## src/rtl/mcu_spi_pkg.sv

```systemverilog
// mcu_spi_pkg: shared constants for the MCU SPI target mux.
// Target ids for the known core controllers and the counter widths.
package mcu_spi_pkg;

    localparam logic [7:0] TGT_SYS    = 8'd0;
    localparam logic [7:0] TGT_HID    = 8'd1;
    localparam logic [7:0] TGT_OSD    = 8'd2;
    localparam logic [7:0] TGT_SDC    = 8'd3;
    localparam logic [7:0] TGT_STATUS = 8'hFF;

    localparam int BIT_CNT_W  = 3;
    localparam int BYTE_CNT_W = 4;

endpackage

```

## src/rtl/spi_pin_sync.sv

```systemverilog
// spi_pin_sync: brings the asynchronous SPI pins into the clk domain.
// sclk additionally gets single-cycle rise/fall pulses from a previous-value
// flop; ss and din are only synchronised. ss resets to "deasserted".
module spi_pin_sync #(
    parameter int SYNC_STAGES = 2
) (
    input  logic clk,
    input  logic reset,
    input  logic ss_pin,
    input  logic sclk_pin,
    input  logic din_pin,
    output logic ss,
    output logic din,
    output logic sclk_rise,
    output logic sclk_fall
);

    logic [SYNC_STAGES-1:0] ss_sr;
    logic [SYNC_STAGES-1:0] sclk_sr;
    logic [SYNC_STAGES-1:0] din_sr;
    logic                   sclk_prev;

    // synchroniser chains plus last synced sclk for edge detection
    always_ff @(posedge clk) begin
        if (reset) begin
            ss_sr     <= '1;
            sclk_sr   <= '0;
            din_sr    <= '0;
            sclk_prev <= 1'b0;
        end else begin
            ss_sr     <= {ss_sr[SYNC_STAGES-2:0], ss_pin};
            sclk_sr   <= {sclk_sr[SYNC_STAGES-2:0], sclk_pin};
            din_sr    <= {din_sr[SYNC_STAGES-2:0], din_pin};
            sclk_prev <= sclk_sr[SYNC_STAGES-1];
        end
    end

    assign ss        = ss_sr[SYNC_STAGES-1];
    assign din       = din_sr[SYNC_STAGES-1];
    assign sclk_rise =  sclk_sr[SYNC_STAGES-1] & ~sclk_prev;
    assign sclk_fall = ~sclk_sr[SYNC_STAGES-1] &  sclk_prev;

endmodule

```

## src/rtl/mcu_spi_mux.sv

```systemverilog
// mcu_spi_mux: oversampled SPI slave that routes MCU payload bytes to
// NUM_TARGETS core targets. Byte 0 of a transaction selects the target,
// later bytes are strobed to it and its mcu_din slice is shifted out on MISO.
// Optional: define MCU_SPI_STATUS_EN to answer target 8'hFF internally with
// a dropped-byte counter.
module mcu_spi_mux
    import mcu_spi_pkg::*;
#(
    parameter int NUM_TARGETS = 4,
    parameter int SYNC_STAGES = 2,
    parameter int SAMPLE_FALL = 1,
    parameter int START_CNT   = 2
) (
    input  logic                     clk,
    input  logic                     reset,
    input  logic                     spi_io_ss,
    input  logic                     spi_io_clk,
    input  logic                     spi_io_din,
    output logic                     spi_io_dout,
    output logic [NUM_TARGETS-1:0]   mcu_strobe,
    output logic                     mcu_start,
    output logic [7:0]               mcu_target,
    output logic                     mcu_busy,
    input  logic [8*NUM_TARGETS-1:0] mcu_din,
    output logic [7:0]               mcu_dout
);

    localparam logic [BYTE_CNT_W-1:0] START_V = BYTE_CNT_W'(START_CNT);

    logic                  ss_s, din_s, sclk_rise, sclk_fall, ss_prev;
    logic                  sample_edge, setup_edge, ss_assert, pay_done;
    logic [BIT_CNT_W-1:0]  bit_cnt;
    logic [BYTE_CNT_W-1:0] byte_cnt;
    logic [6:0]            shreg;
    logic [7:0]            rx_byte, tx, rd_byte;
    logic [1:0]            vld_pipe;
    logic [NUM_TARGETS-1:0] tgt_hit;

    spi_pin_sync #(.SYNC_STAGES(SYNC_STAGES)) u_sync (
        .clk       (clk),
        .reset     (reset),
        .ss_pin    (spi_io_ss),
        .sclk_pin  (spi_io_clk),
        .din_pin   (spi_io_din),
        .ss        (ss_s),
        .din       (din_s),
        .sclk_rise (sclk_rise),
        .sclk_fall (sclk_fall)
    );

    assign sample_edge = (SAMPLE_FALL != 0) ? sclk_fall : sclk_rise;
    assign setup_edge  = (SAMPLE_FALL != 0) ? sclk_rise : sclk_fall;
    assign ss_assert   = ss_prev & ~ss_s;
    assign rx_byte     = {shreg, din_s};
    // ss has priority: a sample edge coinciding with deselect is ignored
    assign pay_done    = sample_edge & ~ss_s & (bit_cnt == 3'd7) & (byte_cnt != '0);

    // per-target decode of the latched id; ids >= NUM_TARGETS hit nothing
    for (genvar t = 0; t < NUM_TARGETS; t++) begin : g_tgt
        assign tgt_hit[t] = (mcu_target == 8'(t));
    end

    // strobe fires one clk after mcu_dout updates
    assign mcu_strobe = vld_pipe[1] ? tgt_hit : '0;
    assign mcu_busy   = ~ss_s;
    assign spi_io_dout = tx[7];

`ifdef MCU_SPI_STATUS_EN
    logic [3:0] drop_cnt;

    // count payload bytes lost to unknown targets; any write to status clears
    always_ff @(posedge clk) begin
        if (reset) begin
            drop_cnt <= 4'h0;
        end else if (pay_done) begin
            if (mcu_target == TGT_STATUS)
                drop_cnt <= 4'h0;
            else if (~|tgt_hit && drop_cnt != 4'hF)
                drop_cnt <= drop_cnt + 4'h1;
        end
    end
`endif

    // readback byte for the current target; byte 0 and unknown ids read zero
    always_comb begin
        rd_byte = 8'h00;
        if (byte_cnt != '0) begin
            for (int t = 0; t < NUM_TARGETS; t++)
                if (tgt_hit[t]) rd_byte = mcu_din[8*t +: 8];
`ifdef MCU_SPI_STATUS_EN
            if (mcu_target == TGT_STATUS)
                rd_byte = {drop_cnt != 4'h0, 3'b000, drop_cnt};
`endif
        end
    end

    // receive path, counters, tx shifter and strobe/start timing
    always_ff @(posedge clk) begin
        if (reset) begin
            ss_prev    <= 1'b1;
            bit_cnt    <= '0;
            byte_cnt   <= '0;
            shreg      <= '0;
            tx         <= '0;
            mcu_target <= '0;
            mcu_dout   <= '0;
            mcu_start  <= 1'b0;
            vld_pipe   <= '0;
        end else begin
            ss_prev   <= ss_s;
            vld_pipe  <= {vld_pipe[0], pay_done};
            mcu_start <= ~ss_s & (byte_cnt == START_V);

            if (ss_s) begin
                bit_cnt  <= '0;
                byte_cnt <= '0;
            end else if (sample_edge) begin
                bit_cnt <= bit_cnt + 1'b1;
                shreg   <= rx_byte[6:0];
                if (bit_cnt == 3'd7) begin
                    if (byte_cnt == '0) mcu_target <= rx_byte;
                    else                mcu_dout   <= rx_byte;
                    if (byte_cnt != '1) byte_cnt <= byte_cnt + 1'b1;
                end
            end

            // bit 0 is presented at select (mode 0) or at its setup edge (mode 1)
            if (ss_assert || (setup_edge && ~ss_s && bit_cnt == '0))
                tx <= rd_byte;
            else if (setup_edge && ~ss_s)
                tx <= {tx[6:0], 1'b0};
        end
    end

endmodule

```

## config.mk

```make
export PLATFORM = sky130hd
export DESIGN_NAME = mcu_spi_mux
export DESIGN_NICKNAME = d
export VERILOG_FILES = /design/src/rtl/mcu_spi_pkg.sv /design/src/rtl/spi_pin_sync.sv /design/src/rtl/mcu_spi_mux.sv
export SDC_FILE = /design/constraint.sdc
export NUM_CORES = 1
export LEC_CHECK = 0
export ABC_AREA = 0
export CAP_MARGIN = 20
export CORE_UTILIZATION = 40
export CTS_CLUSTER_SIZE = 14
export DETAILED_ROUTE_END_ITERATION = 10
export PLACE_DENSITY = 0.68
export SLEW_MARGIN = 20
export SYNTH_ARGS = -nofsm -noshare
export SYNTH_HDL_FRONTEND = slang
export SYNTH_SLANG_ARGS = --single-unit
```

## constraint.sdc

```tcl
create_clock -name clk -period 1.97 [get_ports clk]
set_input_delay 0.394 -clock clk [delete_from_list [all_inputs] [get_ports clk]]
set_output_delay 0.394 -clock clk [all_outputs]
set_load 0.02 [all_outputs]
```

==> results.ini, run 1 <==
[floorplanning]
die_w_um=76.3
num_rows=26
dieArea_mm2=0.00582
start_util=0.424
dieHeight_um=76.3
num_io_pins=60
core_area_mm2=0.00520

[route]
first_pass_iters=3
viasPerCell=4.88
ant_nets=0
initialDrtViolationCount=97
vias=1792
wl_per_cell_um=12.8
totalWireLength_mm=4.69
drc=0

[worst_hold_path]
hold_path_depth=1
min-delay-start=u_sync.ss_sr[0]
hold_path_class=register to register
hold_end=u_sync.ss_sr[1]

[synth]
synthArstFlopShare=0
synth_nets=271
ys_ff_latch=49
ys_warn_count=0
netlist_top_cells_area=dfxtp_1 44%, mux2i_1 14%, nor2_1 6.3%
synth-edff-count=0
synth_cell_types=40
netlist_instances=228
synth_top_area_cell=dfxtp_1
synthMostInstantiatedCell=dfxtp_1
synth_common_cells=49 x dfxtp_1, 37 x nor2_1, 31 x mux2i_1
ys_seq_area_frac=0.445
synthFlopType=dfxtp_1
netlist_area_mm2=0.00221
synth_top_area_frac=0.445
avgSynthCellArea_um2=9.67

[cells_and_area]
fill_cells=474
fin_nets=339
final_util=0.589
seqCellArea_um2=983
multi_input_area_mm2=0.00116
drive_gt1_frac=0.145
fin_area_mm2=0.00307
diodes=0
post_layout_nonfiller_instances=367
area_growth_pct=39.0

[placed_design]
port-buffer-count=59
placedCellCount=358
dp_worst_setup_slack_ps=-235
gp_congestion=0.760
placed_area_mm2=0.00294
dpl.hpwl_mm=3.52

[sta]
hold_violations=0
rsz0062_at_grt=true
finalCriticalPeriod_ps=2010
fin_skew_ps=7.70
layout_setup_ws_ps=-40.9
setup_viol=3
slew_headroom=0.640
max_freq_mhz=497
fin_crit_sh=1.02
tightestPinTransition_ps=536
drv_slew=0

[critical_path]
critPathLaunchType=register
rrSetupSlack_ps=170
critPathRequiredTime_ps=1580
worst_setup_path_end_kind=primary output
critPathKind=register to primary output
crit_path_max_fanout=3
cp_slowest_cell=dfxtp_2
slowest_delay_ps=340
cp_cell_sequence=nor4_4 -> nor3b_4 -> nand2_2 -> nor3b_2 -> buf_4
critPathArrivalTime_ps=1620
rr_worst_depth=6
r2r-end=tx[4]
r2r-start=byte_cnt[0]

[clock_network]
cts_made_buffers=5
cts_num_sinks=49
cts_max_level=2
clock_latency_ps=300
clk_pin_slew_ps=80
root_buffer=clkbuf_8
cts_tree=done
clock_path_buffers=2

[global_route]
grt_pass1_wl_mm=7.96
grt_pass1_vias=1671
grt_overflow=0
grt_max_degree=27
antenna_found_initial=0
grt_use_total=0.169

[power]
ir_drop_mv=0.630
leakagePower_uw=0.00109
p_per_area_mw_per_mm2=614
p_total_uw=1880

[job]
drv_cap=0

[status]
status=finished with violations
violations=setup timing

## cells by family after synthesis
family / synth area share
flip-flops: 0.445
AND/OR/NAND/NOR: 0.190
adder cells (fa/ha/maj): 0.0340
buffers and inverters: 0.0352
multiplexers: 0.146
XOR/XNOR: 0.0119
AO/OA/AOI/OAI: 0.138
## power breakdown
part | internal, µW | leakage [µW] | switching (µW)
Sequential | 1000 | 0.000398 | 6.58
Combinational | 87.2 | 0.000639 | 48.0
Clock | 412 | 0.0000574 | 323
## worst max-delay path, delay by kind of cell (launching register included)
kind          cells  cell delay [ps]
simple gates      4              810
buf+inv           1              160
flops             1              340
## final cells by class
cell class | count | area share
Clock buffer | 6 | 0.0269
Clock inverter | 2 | 0.0122
Inverter | 6 | 0.00735
Multi-Input combinational cell | 160 | 0.378
Sequential cell | 49 | 0.321
Tap cell | 70 | 0.0286
Timing Repair Buffer | 74 | 0.226
## worst max path at each step
stage                        startpoint  depth (start not counted)  slack, ps             to
after global placement    mcu_target[2]                          5       -180  mcu_strobe[2]
after detailed placement  mcu_target[2]                          5       -230  mcu_strobe[2]
after global routing      mcu_target[2]                          5       -180  mcu_strobe[2]
final                     mcu_target[2]                          5        -40  mcu_strobe[2]
after floorplan           mcu_target[2]                          4         20  mcu_strobe[2]
after CTS                 mcu_target[7]                          5        -70  mcu_strobe[2]
## layout by cell type, fill, tap and decap left out, types with 3 or more instances in the layout
| cell type | n |
|---|---|
| inv_1 | 6 |
| a21oi_1 | 10 |
| clkbuf_8 | 6 |
| o2111ai_1 | 8 |
| a211oi_1 | 7 |
| nand2_1 | 4 |
| ha_1 | 6 |
| mux2i_1 | 31 |
| xnor2_1 | 3 |
| nor2b_1 | 7 |
| or2_2 | 3 |
| dfxtp_1 | 47 |
| buf_4 | 18 |
| o21ai_0 | 14 |
| clkdlybuf4s50_1 | 53 |
| nor2_1 | 37 |
## sequential cells by signal, summed over array words and instances (netlist names)
signal            flops
mcu_target            8
ss_prev               1
bit_cnt               3
byte_cnt              4
u_sync.sclk_sr        2
u_sync.din_sr         2
mcu_start             1
tx                    8
vld_pipe              2
u_sync.ss_sr          2
u_sync.sclk_prev      1
mcu_dout              8
shreg                 7
## routing by layer
metal | track usage | vias to the layer above | share of wire
li1 | - | 937 | -
met1 | 0.216 | 797 | 0.48
met2 | 0.267 | 52 | 0.43
met3 | 0.0599 | 6 | 0.078
met4 | 0.0519 | 0 | 0.012
met5 | 0 | - | 0
## through the flow
stage	setup TNS [ps]	hold WS (ps)
after global placement	-399	391
after CTS	-139	417
after floorplan	0	389
after detailed placement	-534	397
final	-56.5	414
after global routing	-486	455
## repair_timing
action / in CTS / in global routing
hold buffers: 0 / 0
endpoints found under the setup margin: 5 / 5
pin swaps: 4 / 2
setup buffers: 0 / 1
resized for setup: 21 / 3
(Power assumes the default switching activity.)
==> run 2, diff against run 1 <==
--- a/config.mk
+++ b/config.mk
@@ -10,7 +10,7 @@
 export CORE_UTILIZATION = 40
 export CTS_CLUSTER_SIZE = 14
 export DETAILED_ROUTE_END_ITERATION = 10
-export PLACE_DENSITY = 0.68
+export PLACE_DENSITY = 0.78
 export SLEW_MARGIN = 20
 export SYNTH_ARGS = -nofsm -noshare
 export SYNTH_HDL_FRONTEND = slang
==> results.ini, run 2 (same netlist as run 1, synthesis figures left out) <==
[cells_and_area]
diodes=0  ; unchanged
largestRegisters=mcu_dout (8), mcu_target (8), tx (8)  ; unchanged
fin_area_mm2=0.00304  ; was 0.00307 mm²
fin_nets=336  ; was 339
area_growth_pct=37.7  ; was 39.0%
post_layout_nonfiller_instances=364  ; was 367
fill_cells=479  ; was 474
layout_commonest_cell=clkdlybuf4s50_1  ; unchanged
drive_gt1_frac=0.136  ; was 0.145
final_cell_mix=54 x clkdlybuf4s50_1, 46 x dfxtp_1, 37 x nor2_1  ; was 53 x clkdlybuf4s50_1, 47 x dfxtp_1, 37 x nor2_1

[critical_path]
critPathRequiredTime_ps=1580  ; about the same
rrSetupSlack_ps=150  ; was 170 ps
critPathLaunchType=register  ; unchanged
critPathArrivalTime_ps=1620  ; about the same
crit_path_max_fanout=3  ; unchanged
critPathKind=register to primary output  ; unchanged
worst_setup_path_end_kind=primary output  ; unchanged

[global_route]
grt_pass1_vias=1774  ; was 1671
grt_overflow=0  ; unchanged
grt_use_total=0.178  ; was 0.169
grt_max_degree=41  ; was 27
antenna_found_initial=0  ; unchanged
grt_pass1_wl_mm=8.34  ; was 7.96 mm

[clock_network]
root_buffer=clkbuf_8  ; unchanged
cts_num_sinks=49  ; unchanged
clock_latency_ps=300  ; about the same
cts_tree=done  ; unchanged
cts_hold_buf=0  ; unchanged
clock_path_buffers=2  ; unchanged
cts_max_level=2  ; unchanged
clk_pin_slew_ps=80  ; about the same
cts_made_buffers=5  ; unchanged

[sta]
rsz0062_at_grt=true  ; unchanged
layout_setup_ws_ps=-41.1  ; was -40.9 ps
max_freq_mhz=497  ; about the same
finalCriticalPeriod_ps=2010  ; about the same
hold_violations=0  ; unchanged
fin_skew_ps=8.37  ; was 7.70 ps
fin_crit_sh=1.02  ; about the same
tightestPinTransition_ps=568  ; was 536 ps
slew_headroom=0.619  ; was 0.640
setup-tns-final_ps=-41.1  ; was -56.5 ps
drv_slew=0  ; unchanged
setup_viol=1  ; was 3

[placed_design]
dp_worst_setup_slack_ps=-222  ; was -235 ps
gp_congestion=0.765  ; was 0.760
dpl.hpwl_mm=3.69  ; was 3.52 mm
port-buffer-count=59  ; unchanged
placedCellCount=355  ; was 358
placed_area_mm2=0.00292  ; was 0.00294 mm²

[floorplanning]
num_io_pins=60  ; unchanged
num_rows=26  ; unchanged
dieHeight_um=76.3  ; unchanged
start_util=0.424  ; unchanged
die_w_um=76.3  ; unchanged
dieArea_mm2=0.00582  ; unchanged
core_area_mm2=0.00520  ; unchanged

[route]
vias=1805  ; was 1792
viasPerCell=4.96  ; was 4.88
wl_per_cell_um=13.9  ; was 12.8 µm
initialDrtViolationCount=85  ; was 97
wl_met1_mm=2.40  ; was 2.26 mm
wl_met2_mm=2.32  ; was 2.01 mm
first_pass_iters=4  ; was 3
wl_met3_um=279  ; was 364 µm
ant_nets=0  ; unchanged
drc=0  ; unchanged
totalWireLength_mm=5.05  ; was 4.69 mm
top_layer=met4  ; unchanged

[power]
comb_power_share=0.071  ; was 0.072
leakagePower_uw=0.00107  ; was 0.00109 µW
power_frac_seq=0.541  ; was 0.537
clockPowerShare=0.388  ; was 0.391
internal-power_uw=1500  ; about the same
p_sw_uw=368  ; was 378 µW
p_sw_frac=0.197  ; was 0.201
p_per_area_mw_per_mm2=616  ; was 614 mW/mm²
ir_drop_mv=0.577  ; was 0.630 mV
p_total_uw=1870  ; was 1880 µW

[job]
drv_cap=0  ; unchanged

[status]
status=finished with violations  ; unchanged
violations=setup timing  ; unchanged

[worst_hold_path]
hold_path_class=register to register  ; unchanged

run 2: cell types whose count changed in the layout (fill, tap and decap cells not counted), sizes merged:
| cell | previous run | this run |
|---|---|---|
| buf | 19 | 16 |
| clkinvlp | 1 | 0 |
| clkbuf | 6 | 7 |
| clkdlybuf4s50 | 53 | 54 |
| dlymetal6s2s | 1 | 0 |
run 2: worst paths after layout:
check | start | endpoint | depth (start not counted)
max | mcu_target[2] | mcu_strobe[2] | 5
min | u_sync.ss_sr[0] | u_sync.ss_sr[1] | 1
max reg2reg | bit_cnt[0] | mcu_target[0] | 7
min reg2reg | u_sync.ss_sr[0] | u_sync.ss_sr[1] | 1
run 2: final cells by class:
cell class,count,area (µm²),area share
inverters,6,22.5,0.00741
well taps,70,87.6,0.0288
clock buffers,7,86.3,0.0284
clock inverters,1,30.0,0.00988
multi-input cells,160,1160,0.382
repair buffers,71,667,0.220
flip-flops and latches,49,985,0.324
run 2: worst max-delay path: stages, from the launching register on:
cell     delay (ps)
dfxtp_2         340
nor4_4          300
nor3b_4         250
nand2_2         110
nor3b_2         160
buf_4           160
run 2: layer usage:
metal / global-route usage / vias up
met1: 0.221 / 811
li1: - / 934
met5: 0 / -
met2: 0.300 / 56
met3: 0.0503 / 4
met4: 0.0519 / 0
run 2: stage by stage:
| stage | hold WS [ps] | utilization |
|---|---|---|
| after floorplan | 389 | - |
| after global placement | 391 | 0.561 |
| after detailed placement | 392 | 0.561 |
| after CTS | 413 | 0.583 |
| after global routing | 433 | 0.584 |
| final | 413 | 0.584 |
run 2: power by group through the flow:
stage                     Combinational, µW  Clock (µW)  Sequential [µW]
after floorplan                        46.0           0             1030
after global placement                  131           0             1040
after detailed placement                133           0             1040
after CTS                               134         749             1010
after global routing                    144         786             1010
final                                   133         725             1010
run 2: repair_timing:
item / 4_1_cts / 5_1_grt
gates resized for setup: 21 / 3
endpoints found under the setup margin: 5 / 6
pin swaps: 4 / 3
setup buffers: 0 / 1
==> run 3, diff against run 2 <==
--- a/config.mk
+++ b/config.mk
@@ -7,6 +7,7 @@
 export LEC_CHECK = 0
 export ABC_AREA = 0
 export CAP_MARGIN = 20
+export CORE_ASPECT_RATIO = 0.8
 export CORE_UTILIZATION = 40
 export CTS_CLUSTER_SIZE = 14
 export DETAILED_ROUTE_END_ITERATION = 10
==> constraint.sdc (replaced) <==
create_clock -name clk -period 2.3 [get_ports clk]
set_input_delay 0.46 -clock clk [delete_from_list [all_inputs] [get_ports clk]]
set_output_delay 0.46 -clock clk [all_outputs]
set_load 0.02 [all_outputs]
==> results.ini, run 3 (same netlist as run 1, synthesis figures left out) <==
[clock_network]
root_buffer=clkbuf_8  ; unchanged
cts_num_sinks=49  ; unchanged
cts_max_level=2  ; unchanged
clk_pin_slew_ps=80  ; about the same
cts_tree=done  ; unchanged
post_cts_buffers=0  ; unchanged
clock_latency_ps=290  ; was 300 ps
cts_made_buffers=5  ; unchanged
clock_path_buffers=2  ; unchanged

[critical_path]
rr_worst_depth=6  ; was 7
critPathLaunchType=register  ; unchanged
crit_path_max_fanout=3  ; unchanged
cp_slowest_cell=dfxtp_1  ; was dfxtp_2
worst_setup_path_end_kind=primary output  ; unchanged
critPathKind=register to primary output  ; unchanged
crit_path_start=mcu_target[2]  ; unchanged
cp_top_family=simple AND/OR/NAND/NOR gates  ; unchanged
critPathArrivalTime_ps=1720  ; was 1620 ps
r2r-end=tx[3]  ; was mcu_target[0]
path_depth=5  ; unchanged
rrSetupSlack_ps=510  ; was 150 ps
worst-path-buf-inv=1  ; unchanged
cp-endpoint=mcu_strobe[2]  ; unchanged
cp_cell_sequence=nor4_4 -> nor3b_4 -> nand2_1 -> nor3b_1 -> buf_2  ; was nor4_4 -> nor3b_4 -> nand2_2 -> nor3b_2 -> buf_4
critPathRequiredTime_ps=1840  ; was 1580 ps
slowest_delay_ps=340  ; about the same
r2r-start=byte_cnt[0]  ; was bit_cnt[0]

[placed_design]
dpl.hpwl_mm=3.53  ; was 3.69 mm
gp_congestion=0.793  ; was 0.765
placed_area_mm2=0.00288  ; was 0.00292 mm²
dp_worst_setup_slack_ps=-9.19  ; was -222 ps
port-buffer-count=59  ; unchanged

[cells_and_area]
diodes=0  ; unchanged
fin_nets=332  ; was 336
fin_area_mm2=0.00295  ; was 0.00304 mm²
final_util=0.572  ; was 0.584
drive_gt1_frac=0.101  ; was 0.136
largestRegisters=mcu_dout (8), mcu_target (8), tx (8)  ; unchanged
area_growth_pct=33.6  ; was 37.7%
final_cell_mix=55 x clkdlybuf4s50_1, 49 x dfxtp_1, 37 x nor2_1  ; was 54 x clkdlybuf4s50_1, 46 x dfxtp_1, 37 x nor2_1
layout_commonest_cell=clkdlybuf4s50_1  ; unchanged

[global_route]
grt_max_degree=41  ; unchanged
met2_usage=0.268  ; was 0.300
grt_pass1_vias=1654  ; was 1774
grt_use_total=0.171  ; was 0.178
grt_pass1_wl_mm=7.82  ; was 8.34 mm
grt_overflow=0  ; unchanged
grt_busiest_layer=met2  ; unchanged
grt_util_met3=0.0507  ; was 0.0503
use_met1=0.230  ; was 0.221
antenna_found_initial=0  ; unchanged

[sta]
layout_setup_ws_ps=119  ; was -41.1 ps
setup-tns-final_ps=0  ; was -41.1 ps
fin_crit_sh=0.948
setup_viol=0  ; was 1
tightestPinTransition_ps=533  ; was 568 ps
fin_skew_ps=8.76  ; was 8.37 ps
drv_slew=0  ; unchanged
max_freq_mhz=458
slew_headroom=0.642  ; was 0.619
rsz0062_at_grt=false  ; was true
hold_violations=0  ; unchanged
finalCriticalPeriod_ps=2180

[route]
totalWireLength_mm=4.80  ; was 5.05 mm
drc=0  ; unchanged
wl_per_cell_um=13.7  ; was 13.9 µm
ant_nets=0  ; unchanged
viasPerCell=5.20  ; was 4.96
vias=1820  ; was 1805
initialDrtViolationCount=89  ; was 85
first_pass_iters=4  ; unchanged

[floorplanning]
dieArea_mm2=0.00582  ; about the same
start_util=0.428  ; was 0.424
num_rows=23  ; was 26
die_w_um=85.0  ; was 76.3 µm
num_io_pins=60  ; unchanged
dieHeight_um=68.4  ; was 76.3 µm
core_area_mm2=0.00515  ; was 0.00520 mm²

[power]
leakagePower_uw=0.00104  ; was 0.00107 µW
ir_drop_mv=0.416  ; was 0.577 mV
p_per_area_mw_per_mm2=485  ; was 616 mW/mm²
p_total_uw=1430  ; was 1870 µW

[job]
drv_cap=0  ; unchanged

[worst_hold_path]
hold_path_depth=1  ; unchanged
hold_path_class=register to register  ; unchanged

[status]
status=finished clean  ; was finished with violations

[run 3: area by class of cell]
cell class                 count  area, µm²
fill                         448       2200
inverter                       6       22.5
timing repair buffer          67        638
tap                           62       77.6
sequential                    49        981
multi-input combinational    160       1150
clock inverter                 1       5.00
clock buffer                   5       68.8
[run 3: where the power goes]
part           switching (µW)  total, µW  internal, µW
sequential               7.70        867           859
combinational            40.6        113          72.9
clock                     247        448           200
total                     296       1430          1130
[run 3: worst min path at each step]
stage / start / endpoint / slack (ps)
2_1_floorplan: u_sync.ss_sr[0] / u_sync.ss_sr[1] / 390
3_3_place_gp: u_sync.ss_sr[0] / u_sync.ss_sr[1] / 390
3_5_place_dp: u_sync.ss_sr[0] / u_sync.ss_sr[1] / 410
4_1_cts: u_sync.ss_sr[0] / u_sync.ss_sr[1] / 430
5_1_grt: u_sync.ss_sr[0] / u_sync.ss_sr[1] / 450
6_report: u_sync.ss_sr[0] / u_sync.ss_sr[1] / 420
[run 3: layer usage]
metal	vias up	part of all wire	wire, µm
li1	921	-	-
met1	829	0.48	2310
met2	65	0.43	2050
met3	5	0.083	398
met4	0	0.010	48
met5	-	0	0
[run 3: stage by stage]
step | instances | hold WS, ps
global placement | 344 | 391
global route | 350 | 448
detailed placement | 344 | 408
floorplan | 228 | 389
CTS | 350 | 425
finish | 350 | 422
[run 3: worst reg2reg max path, delay by kind of cell, from the launching register on]
kind / cells / cell delay [ps]
compound gates: 3 / 870
fa+ha+maj: 1 / 190
buf+inv: 1 / 80
flops: 1 / 400
simple gates: 1 / 170
[run 3: repair_timing]
action / CTS / global route
hold endpoints to repair: 0 / 0
hold buffers: 0 / 0
gates resized for setup: 7 / 8
endpoints found under the setup margin: 3 / 3
pin swaps: 0 / 0
